===== config.mk =====
export PLATFORM = sky130hd
export DESIGN_NAME = ahblite_busmatrix_inputstage_dtcm
export DESIGN_NICKNAME = d
export VERILOG_FILES = /design/src/rtl/ahblite_busmatrix_inputstage_dtcm.sv
export SDC_FILE = /design/constraint.sdc
export NUM_CORES = 1
export LEC_CHECK = 0
export CAP_MARGIN = 10
export CORE_MARGIN = 2
export CORE_UTILIZATION = 44
export CTS_CLUSTER_DIAMETER = 120
export DETAILED_ROUTE_END_ITERATION = 7
export PLACE_DENSITY = 0.85
export SYNTH_ARGS = -nofsm -noshare
export SYNTH_HDL_FRONTEND = slang
export SYNTH_SLANG_ARGS = --single-unit

===== constraint.sdc =====
create_clock -name HCLK -period 1.9 [get_ports HCLK]
set_input_delay 0.38 -clock HCLK [delete_from_list [all_inputs] [get_ports HCLK]]
set_output_delay 0.38 -clock HCLK [all_outputs]
set_load 0.02 [all_outputs]

===== src/rtl/ahblite_busmatrix_inputstage_dtcm.sv =====
// Per-master input stage on the DTCM path of the AHB-lite bus matrix.
// Requests the DTCM arbiter, parks the address phase while ungranted and stalls the master until DTCM completes.
module ahblite_busmatrix_inputstage_dtcm #(
    parameter logic [1:0] PORT_ID    = 2'b01,
    parameter int         ADDR_WIDTH = 32
) (
    input  logic                  HCLK,
    input  logic                  HRESET,
    input  logic                  HSEL,
    input  logic [ADDR_WIDTH-1:0] HADDR,
    input  logic [1:0]            HTRANS,
    input  logic                  HWRITE,
    input  logic [2:0]            HSIZE,
    input  logic [2:0]            HBURST,
    input  logic [3:0]            HPROT,
    input  logic                  HREADY,
    output logic                  HREADYOUT,
    output logic                  HRESP,
    output logic                  REQ_DTCM,
    input  logic [1:0]            PORT_SEL_ARBITER_DTCM,
    input  logic                  PORT_NOSEL_ARBITER_DTCM,
    input  logic                  HREADY_Outputstage_DTCM,
    input  logic                  HRESP_Outputstage_DTCM,
    output logic                  HSEL_Inputstage,
    output logic [ADDR_WIDTH-1:0] HADDR_Inputstage,
    output logic [1:0]            HTRANS_Inputstage,
    output logic                  HWRITE_Inputstage,
    output logic [2:0]            HSIZE_Inputstage,
    output logic [2:0]            HBURST_Inputstage,
    output logic [3:0]            HPROT_Inputstage
);

    typedef enum logic [1:0] {
        ST_IDLE,
        ST_PEND,
        ST_DATA
    } state_t;

    state_t state, state_next;

    logic                  granted;
    logic                  new_trans;
    logic                  issue_ok;
    logic [ADDR_WIDTH-1:0] held_addr;
    logic [1:0]            held_trans;
    logic                  held_write;
    logic [2:0]            held_size;
    logic [2:0]            held_burst;
    logic [3:0]            held_prot;

    assign granted   = (PORT_SEL_ARBITER_DTCM == PORT_ID) && !PORT_NOSEL_ARBITER_DTCM;
    assign new_trans = HSEL && HREADY && HTRANS[1];
    assign issue_ok  = granted && HREADY_Outputstage_DTCM;

    always_ff @(posedge HCLK or posedge HRESET) begin
        if (HRESET) begin
            state <= ST_IDLE;
        end else begin
            state <= state_next;
        end
    end

    // Only transfers that cannot go straight to the output stage are parked here
    always_ff @(posedge HCLK or posedge HRESET) begin
        if (HRESET) begin
            held_addr  <= '0;
            held_trans <= 2'b00;
            held_write <= 1'b0;
            held_size  <= 3'b000;
            held_burst <= 3'b000;
            held_prot  <= 4'b0000;
        end else if (new_trans && !issue_ok) begin
            held_addr  <= HADDR;
            held_trans <= HTRANS;
            held_write <= HWRITE;
            held_size  <= HSIZE;
            held_burst <= HBURST;
            held_prot  <= HPROT;
        end
    end

    always_comb begin
        state_next = state;
        case (state)
            ST_IDLE: begin
                if (new_trans) begin
                    state_next = issue_ok ? ST_DATA : ST_PEND;
                end
            end
            ST_PEND: begin
                if (issue_ok) begin
                    state_next = ST_DATA;
                end
            end
            ST_DATA: begin
                // Completion cycle doubles as the next address phase
                if (HREADY_Outputstage_DTCM) begin
                    if (new_trans) begin
                        state_next = issue_ok ? ST_DATA : ST_PEND;
                    end else begin
                        state_next = ST_IDLE;
                    end
                end
            end
            default: state_next = ST_IDLE;
        endcase
    end

    always_comb begin
        HREADYOUT         = 1'b1;
        HRESP             = 1'b0;
        HSEL_Inputstage   = HSEL;
        HADDR_Inputstage  = HADDR;
        HTRANS_Inputstage = HSEL ? HTRANS : 2'b00;
        HWRITE_Inputstage = HWRITE;
        HSIZE_Inputstage  = HSIZE;
        HBURST_Inputstage = HBURST;
        HPROT_Inputstage  = HPROT;
        case (state)
            ST_PEND: begin
                HREADYOUT         = 1'b0;
                HSEL_Inputstage   = 1'b1;
                HADDR_Inputstage  = held_addr;
                HTRANS_Inputstage = held_trans;
                HWRITE_Inputstage = held_write;
                HSIZE_Inputstage  = held_size;
                HBURST_Inputstage = held_burst;
                HPROT_Inputstage  = held_prot;
            end
            ST_DATA: begin
                HREADYOUT = HREADY_Outputstage_DTCM;
                HRESP     = HRESP_Outputstage_DTCM;
            end
            default: begin
            end
        endcase
        // Keep the arbiter and output stage quiet while reset is held
        if (HRESET) begin
            HSEL_Inputstage   = 1'b0;
            HTRANS_Inputstage = 2'b00;
        end
        REQ_DTCM = !HRESET && ((state == ST_PEND) || (HSEL && (HTRANS != 2'b00)));
    end

endmodule


==> implementation parameters <==
Parameter                              Value

Status
  Result of the run    complete, no violations

Drt
  DRT Wirelength    6.46 mm
  DR vias    2217
  Iteration count of the initial detailed-routing pass    5
  Average wire length per cell after detail routing    14.0 µm
  Number of DRC markers in iteration 0    98
  Count of nets left with antenna violations after detail routing    0
  Total DRC errors in the routed layout    0
  Ratio of routed vias to standard cells    between 4 and 5

Synth
  Synth Area in Adders    0%
  Proportion of synthesized area in mux cells    between 20 and 25%
  Post-Syn Instances    260
  Compound-gate portion of the synthesized area    roughly 1.5%
  Main combinational cell family by area after synthesis    multiplexers
  Xor-xnor portion of the synthesized cell area    0%
  Net count after synthesis    ~310
  Ys Warns    0
  Average footprint of a synthesized cell    9.99 µm²
  Top-area cell type share of the netlist area    45.3%
  Synth top area cells    sky130_fd_sc_hd__dfrtp_1 (45%), sky130_fd_sc_hd__mux2_4 (23%), sky130_fd_sc_hd__nand2_1 (19%)
  Cell area after synthesis    approximately 2600 µm²
  Sequential-to-total area share from yosys stat    between 40% and 50%
  FF+latch count, synth    47
  Dominant cell type by area after synthesis    sky130_fd_sc_hd__dfrtp_1
  Number of distinct standard cells referenced by the synthesized netlist    22
  Simple-gate area share of the yosys netlist    23.5%

Placed design
  Placed Instances    447
  GPL Wtd Cong    0.739
  Placed cell areas    3830 µm²
  # port buffers    102
  Detail Placement HPWL    4.65 mm

Global routing
  Antenna violations before repair    0
  Number of global-route vias before repair    between 2000 and 2500
  Total routing resource utilization after global routing    20.6%
  Maximum number of pins on one net before global-route repair    28
  Global-route congestion overflow total    0
  Wire length of the first global-routing pass    10.4 mm

Floorplan
  I/O pin total    a little over 100
  Standard cell core area    5610 µm²
  Vert. Die Dim    about 81 µm
  Std-Cell Rows    27
  Initial core utilization    46.3%
  Die footprint    6530 µm²
  Die W    roughly 81 µm

CTS
  Number of hold buffers added after CTS    0
  Clock-pin slew on the worst setup and hold paths    0.08 ns
  TritonCTS clock tree    yes
  H-tree depth    2
  CTS Root Cell    sky130_fd_sc_hd__clkbuf_8
  TritonCTS buffer count    5
  Num Clock Sinks    47
  Clock insertion delay at the later pin of the skew report    0.29 ns
  Clock Tree Buf Depth    2

STA
  Max Clock Skew    0.0000718 ns
  Setup repair after global routing missed its margin    true
  Crit share post-route    96.6%
  Final setup vio count    0
  Final hold violation count    0
  Fmax    545 MHz
  Post-route minimum period    1.83 ns
  Final count of pins violating max slew    0
  Tightest hold margin    0.490 ns
  Measured slew at the worst slew-check pin    roughly 0.33 ns
  Headroom to the max-slew limit    78.3%

Cells and area
  Final Net Count    approximately 440
  Area of the multi-input gates    1340 µm²
  Commonest cells after routing, fill and taps aside    sky130_fd_sc_hd__nand2_1 (126), sky130_fd_sc_hd__clkdlybuf4s50_1 (52), sky130_fd_sc_hd__dfrtp_1 (47)
  Synth-to-layout area growth    49.1%
  Count of placed standard cells in the final layout, fillers left out    460
  Antenna Diode Count    0
  Fin area    a little under 4000 µm²
  Fraction of final layout cells sized beyond drive strength 1    roughly two fifths
  Filler cells    438
  Most common cell after layout, fill and taps aside    sky130_fd_sc_hd__nand2_1
  Reg area    around 1200 µm²

Worst setup path
  Crit path DAT    approximately 1.5 ns
  Data required time at the worst endpoint    1.52 ns
  Category of the most critical setup path    flop to output port
  Critical path endpoint category    output port
  Startpoint type of the worst setup path    flop
  Critical Path Fanout Max    13

Power and ir drop
  Static leakage    1.98 nW
  Net switching share of the total power    37.2%
  Sequential Power Share    33.5%
  Max IR drop VDD    0.000476 V
  P_sw    1.45 mW
  Fraction of power consumed by the clock network    14.9%
  PnR Total Power    between 3 and 4 mW
  Part of the total power dissipated in combinational logic    51.5%
  Cell area power density    1010 nW/µm²
  Pint    roughly 2.5 mW

Hold path
  Class of the tightest hold or removal check    flop to flop

Run
  Count of max-cap constraint violations    0
[worst paths after layout]
kind                       cells after the start              endpoint     startpoint  slack, ns
setup / recovery                               6  HBURST_Inputstage[0]       state[1]       0.07
hold reg to reg                                1         held_trans[1]  held_trans[1]       0.49
hold / removal                                 1         held_trans[1]  held_trans[1]       0.49
max in group asynchronous                      4         held_burst[0]         HRESET       0.92
setup reg to reg                               6              state[1]       state[0]       0.70
min in group asynchronous                      4              state[1]         HRESET       0.71
[sequential cells by signal (all words and copies together) (netlist names)]
| register | cells |
|---|---|
| held_addr | 32 |
| held_prot | 4 |
| held_burst | 3 |
| held_size | 3 |
| held_trans | 2 |
| state | 2 |
| held_write | 1 |
[worst max-delay path: stages (launching register included)]
cell and delay [ns]:
sky130_fd_sc_hd__dfrtp_1 0.42, sky130_fd_sc_hd__nand2b_4 0.19, sky130_fd_sc_hd__buf_6 0.13, sky130_fd_sc_hd__buf_12 0.13, sky130_fd_sc_hd__nand2_1 0.08, sky130_fd_sc_hd__nand2_1 0.08, sky130_fd_sc_hd__buf_6 0.13
[Yosys cell counts]
master,instances
sky130_fd_sc_hd__nor3b_1,1
sky130_fd_sc_hd__nand2b_1,2
sky130_fd_sc_hd__inv_1,2
sky130_fd_sc_hd__nand3_4,1
sky130_fd_sc_hd__dfrtp_1,47
sky130_fd_sc_hd__nor2b_1,1
sky130_fd_sc_hd__a221oi_1,1
sky130_fd_sc_hd__buf_1,5
sky130_fd_sc_hd__nor2_8,1
sky130_fd_sc_hd__buf_12,4
sky130_fd_sc_hd__nand3_1,2
sky130_fd_sc_hd__buf_2,4
sky130_fd_sc_hd__o21ai_0,2
sky130_fd_sc_hd__mux2_4,39
sky130_fd_sc_hd__nand2_1,132
sky130_fd_sc_hd__or2_1,1
sky130_fd_sc_hd__a21oi_1,4
sky130_fd_sc_hd__mux2_2,5
sky130_fd_sc_hd__clkbuf_1,1
sky130_fd_sc_hd__nor2_1,3
sky130_fd_sc_hd__and4bb_4,1
sky130_fd_sc_hd__and3_1,1
[area by class of cell]
class | instances | area share, %
Multi-Input combinational cell | 197 | 34.6
Sequential cell | 47 | 30.4
Timing Repair Buffer | 135 | 30.2
Tap cell | 72 | 2.33
Clock buffer | 6 | 2.13
Inverter | 2 | 0.194
Clock inverter | 1 | 0.129
[routing by layer]
| layer | wire length, µm | vias up | GRT usage, % | share of wire (%) |
|---|---|---|---|---|
| li1 | - | 1085 | - | - |
| met1 | 2800 | 1056 | 27.0 | 43 |
| met2 | 3220 | 72 | 34.9 | 50 |
| met3 | 400 | 4 | 4.89 | 6.2 |
| met4 | 36 | 0 | 4.07 | 0.56 |
| met5 | 0 | - | 0 | 0 |
[repair_timing]
item	4_1_cts	5_1_grt
setup endpoints to repair	49	42
resized for setup	193	44
pin swaps	1	4
setup buffers	6	2
cloned	1	0
[power by group through the flow]
stage          combinational (mW)  sequential [mW]  clock [mW]
3_3_place_gp                 2.04             1.31           0
4_1_cts                      1.95             1.31       0.608
5_1_grt                      2.17             1.33       0.654
6_report                     2.01             1.31       0.583
2_1_floorplan                1.15             1.29           0
3_5_place_dp                 2.07             1.32           0
[metrics by stage]
stage               util (%)  setup WS (ns)  setup TNS [ns]
floorplan                  -          0.289               0
global route            69.0       -0.00357         -0.0109
CTS                     68.3        -0.0577          -0.608
finish                  69.0         0.0652               0
global placement        68.4         -0.364           -4.81
detailed placement      68.4         -0.379           -6.94
[logic make-up after synthesis]
group,after synthesis
AOI/OAI and AO/OA,7
buffers and inverters,16
DFF,47
muxes,44
and+or+nand+nor,146
No activity file was read; power rests on OpenSTA's default activity.
==> RTL edit (config.mk and constraints unchanged) <==
The 3 states of `state_t` get a one-hot encoding in 3 bits.
--- a/src/rtl/ahblite_busmatrix_inputstage_dtcm.sv
+++ b/src/rtl/ahblite_busmatrix_inputstage_dtcm.sv
@@ -32,6 +32,6 @@
 
-    typedef enum logic [1:0] {
-        ST_IDLE,
-        ST_PEND,
-        ST_DATA
+    typedef enum logic [2:0] {
+        ST_IDLE = 3'b001,
+        ST_PEND = 3'b010,
+        ST_DATA = 3'b100
     } state_t;
Check against the original RTL: no difference found for any inputs over 10 cycles, from zero or initial values and one cycle with HRESET high; not proved beyond that.
==> RTL edit against the unedited design <==
  * The run now ends with setup timing left
  * Wire length increased by 35%
  * Design area up 25%
  * Synthesized area increased by 4.3%
  * Final cell count rose by 8.7%
  * Register-to-register slack lost 0.41 ns
  * Count of clock-buffer cells in the layout unchanged
  * Sequential share of layout area down 5.5 points
  * Setup slack worse by 0.27 ns
  * Sequential cell count grew 1
  * Utilization is 13 points higher
  * Clock skew grew 0.013 ns
  * Largest cell class is now non-clock buffers
Power is not compared: it rests on default switching activity, and its combinational part moved more than twofold at a synthesized area within 25%.
==> RTL edit: results (changes against the unedited design) <==
[setup_path]
cp_max_fo = 7  ; -6
rr_startpoint = state[0]$_DFFE_PP1P_
cp.arrival_ns = 1.73  ; +0.28 ns
r2r_cells = 6  ; unchanged
worstSetupStartpoint = state[2]$_DFFE_PP0P_
r2r_end = state[1]$_DFFE_PP0P_
r2r_slack_ns = 0.29  ; -0.41 ns
crit_path_end = HADDR_Inputstage[15]

[cts]
cts_buffer_depth = 2  ; unchanged
cts_setup_buffers = 9  ; +3
ctsHtreeMaxLevel = 2  ; unchanged
post_cts_resized = 344  ; +78%

[synthesis]
ys_types = 30  ; +36%
synth_area_leaders = dfrtp_1 (43%), mux2_4 (22%), nand2_1 (18%)
seq_area_frac_synth = 0.4439  ; -0.009132
syn_nets = 324  ; +3.2%
synth_common_cells = nand2_1 (131), dfrtp_1 (47), mux2_4 (39)

[sta]
tns_ns = -7.654  ; -7.654 ns
tightestPinTransition_ns = 0.3117  ; -0.01414 ns
layout_setup_ws_ns = -0.2089  ; -0.2741 ns
setup_viol = 47  ; +47
clock_skew_ns = 0.01294  ; +0.01287 ns

[final_layout]
fillers = 348  ; -21%
drive_above_1_share = 0.5365  ; +0.1550
fin_nets = 478  ; +8.1%

[outcome]
violations = setup timing
status = finished with violations

[place]
port_buffers = 102  ; unchanged
gp_congestion = 0.8332  ; +13%
dpl_cell_area_um2 = 4040  ; +5.4%
hpwl_um = 5023  ; +8.1%
pre_cts_ws_ns = -0.3212  ; +0.05777 ns

[grt]
grt_pass1_wl_um = 12350  ; +19%
grt_max_degree = 25  ; -11%
grt.total_usage = 0.2452  ; +0.03968
grt_pass1_vias = 2567  ; +17%
grt_overflow = 0  ; unchanged

[drt]
routed_wl_um = 8691  ; +35%
drt_first_pass_iters = 4  ; -1
drtIter0Drc = 88  ; -10%
final_antenna_net_count = 0  ; unchanged
vias_per_cell = 5.048  ; +4.7%

[hold_path]
hold_depth = 1  ; unchanged
worst_hold_path.endpoint = held_trans[1]$_DFFE_PP0P_
hp-start = held_trans[1]$_DFFE_PP0P_

[power_and_ir_drop]
switchingPower_uw = 794.9

## RTL edit: metal layers
metal,global-route usage,share of wire,vias to the layer above
met2,0.4605,0.56,89
met1,0.2829,0.38,1239
met5,0,0,-
met4,0.06500,0.015,0
li1,-,-,1184
met3,0.04565,0.048,12
## RTL edit: critical path, stage by stage, from the launching register on
cell and delay (ns):
dfrtp_1 0.39, or3b_4 0.44, buf_12 0.17, clkbuf_16 0.16, nand2_1 0.08, nand2_1 0.06
buf_6 0.13
## RTL edit: final cells by class
| type | count | area [um2] | share of cell area |
|---|---|---|---|
| tap | 75 | 93.84 | 0.01939 |
| inverter | 3 | 11.26 | 0.002327 |
| multi-input combinational | 204 | 1612 | 0.3330 |
| sequential | 48 | 1202 | 0.2484 |
| clock buffer | 6 | 82.58 | 0.01706 |
| timing repair buffer | 162 | 1828 | 0.3777 |
| clock inverter | 2 | 10.01 | 0.002068 |
## RTL edit: logic make-up (layout without fill, tap and decap cells)
family | Yosys count | count (layout) | synth area share
AO/OA/AOI/OAI | 10 | 10 | 0.02356
flip-flops | 48 | 48 | 0.4439
multiplexers | 44 | 44 | 0.2369
AND/OR/NAND/NOR | 150 | 150 | 0.2374
buffers and inverters | 18 | 173 | 0.05819
## RTL edit: per-stage QoR
step,hold slack (ns),cells
4_1_cts,0.4772,496
6_report,0.4717,500
2_1_floorplan,0.4334,270
3_3_place_gp,0.4500,473
3_5_place_dp,0.4556,473
5_1_grt,0.4990,500
## RTL edit: power groups by stage
| stage | clock network, mW | logic [mW] | registers, mW |
|---|---|---|---|
| final | 0.625 | 0.900 | 1.33 |
| after global placement | 0 | 0.771 | 1.32 |
| after global routing | 0.693 | 0.951 | 1.35 |
| after detailed placement | 0 | 0.795 | 1.34 |
| after floorplan | 0 | 0.464 | 1.31 |
| after CTS | 0.634 | 0.858 | 1.32 |
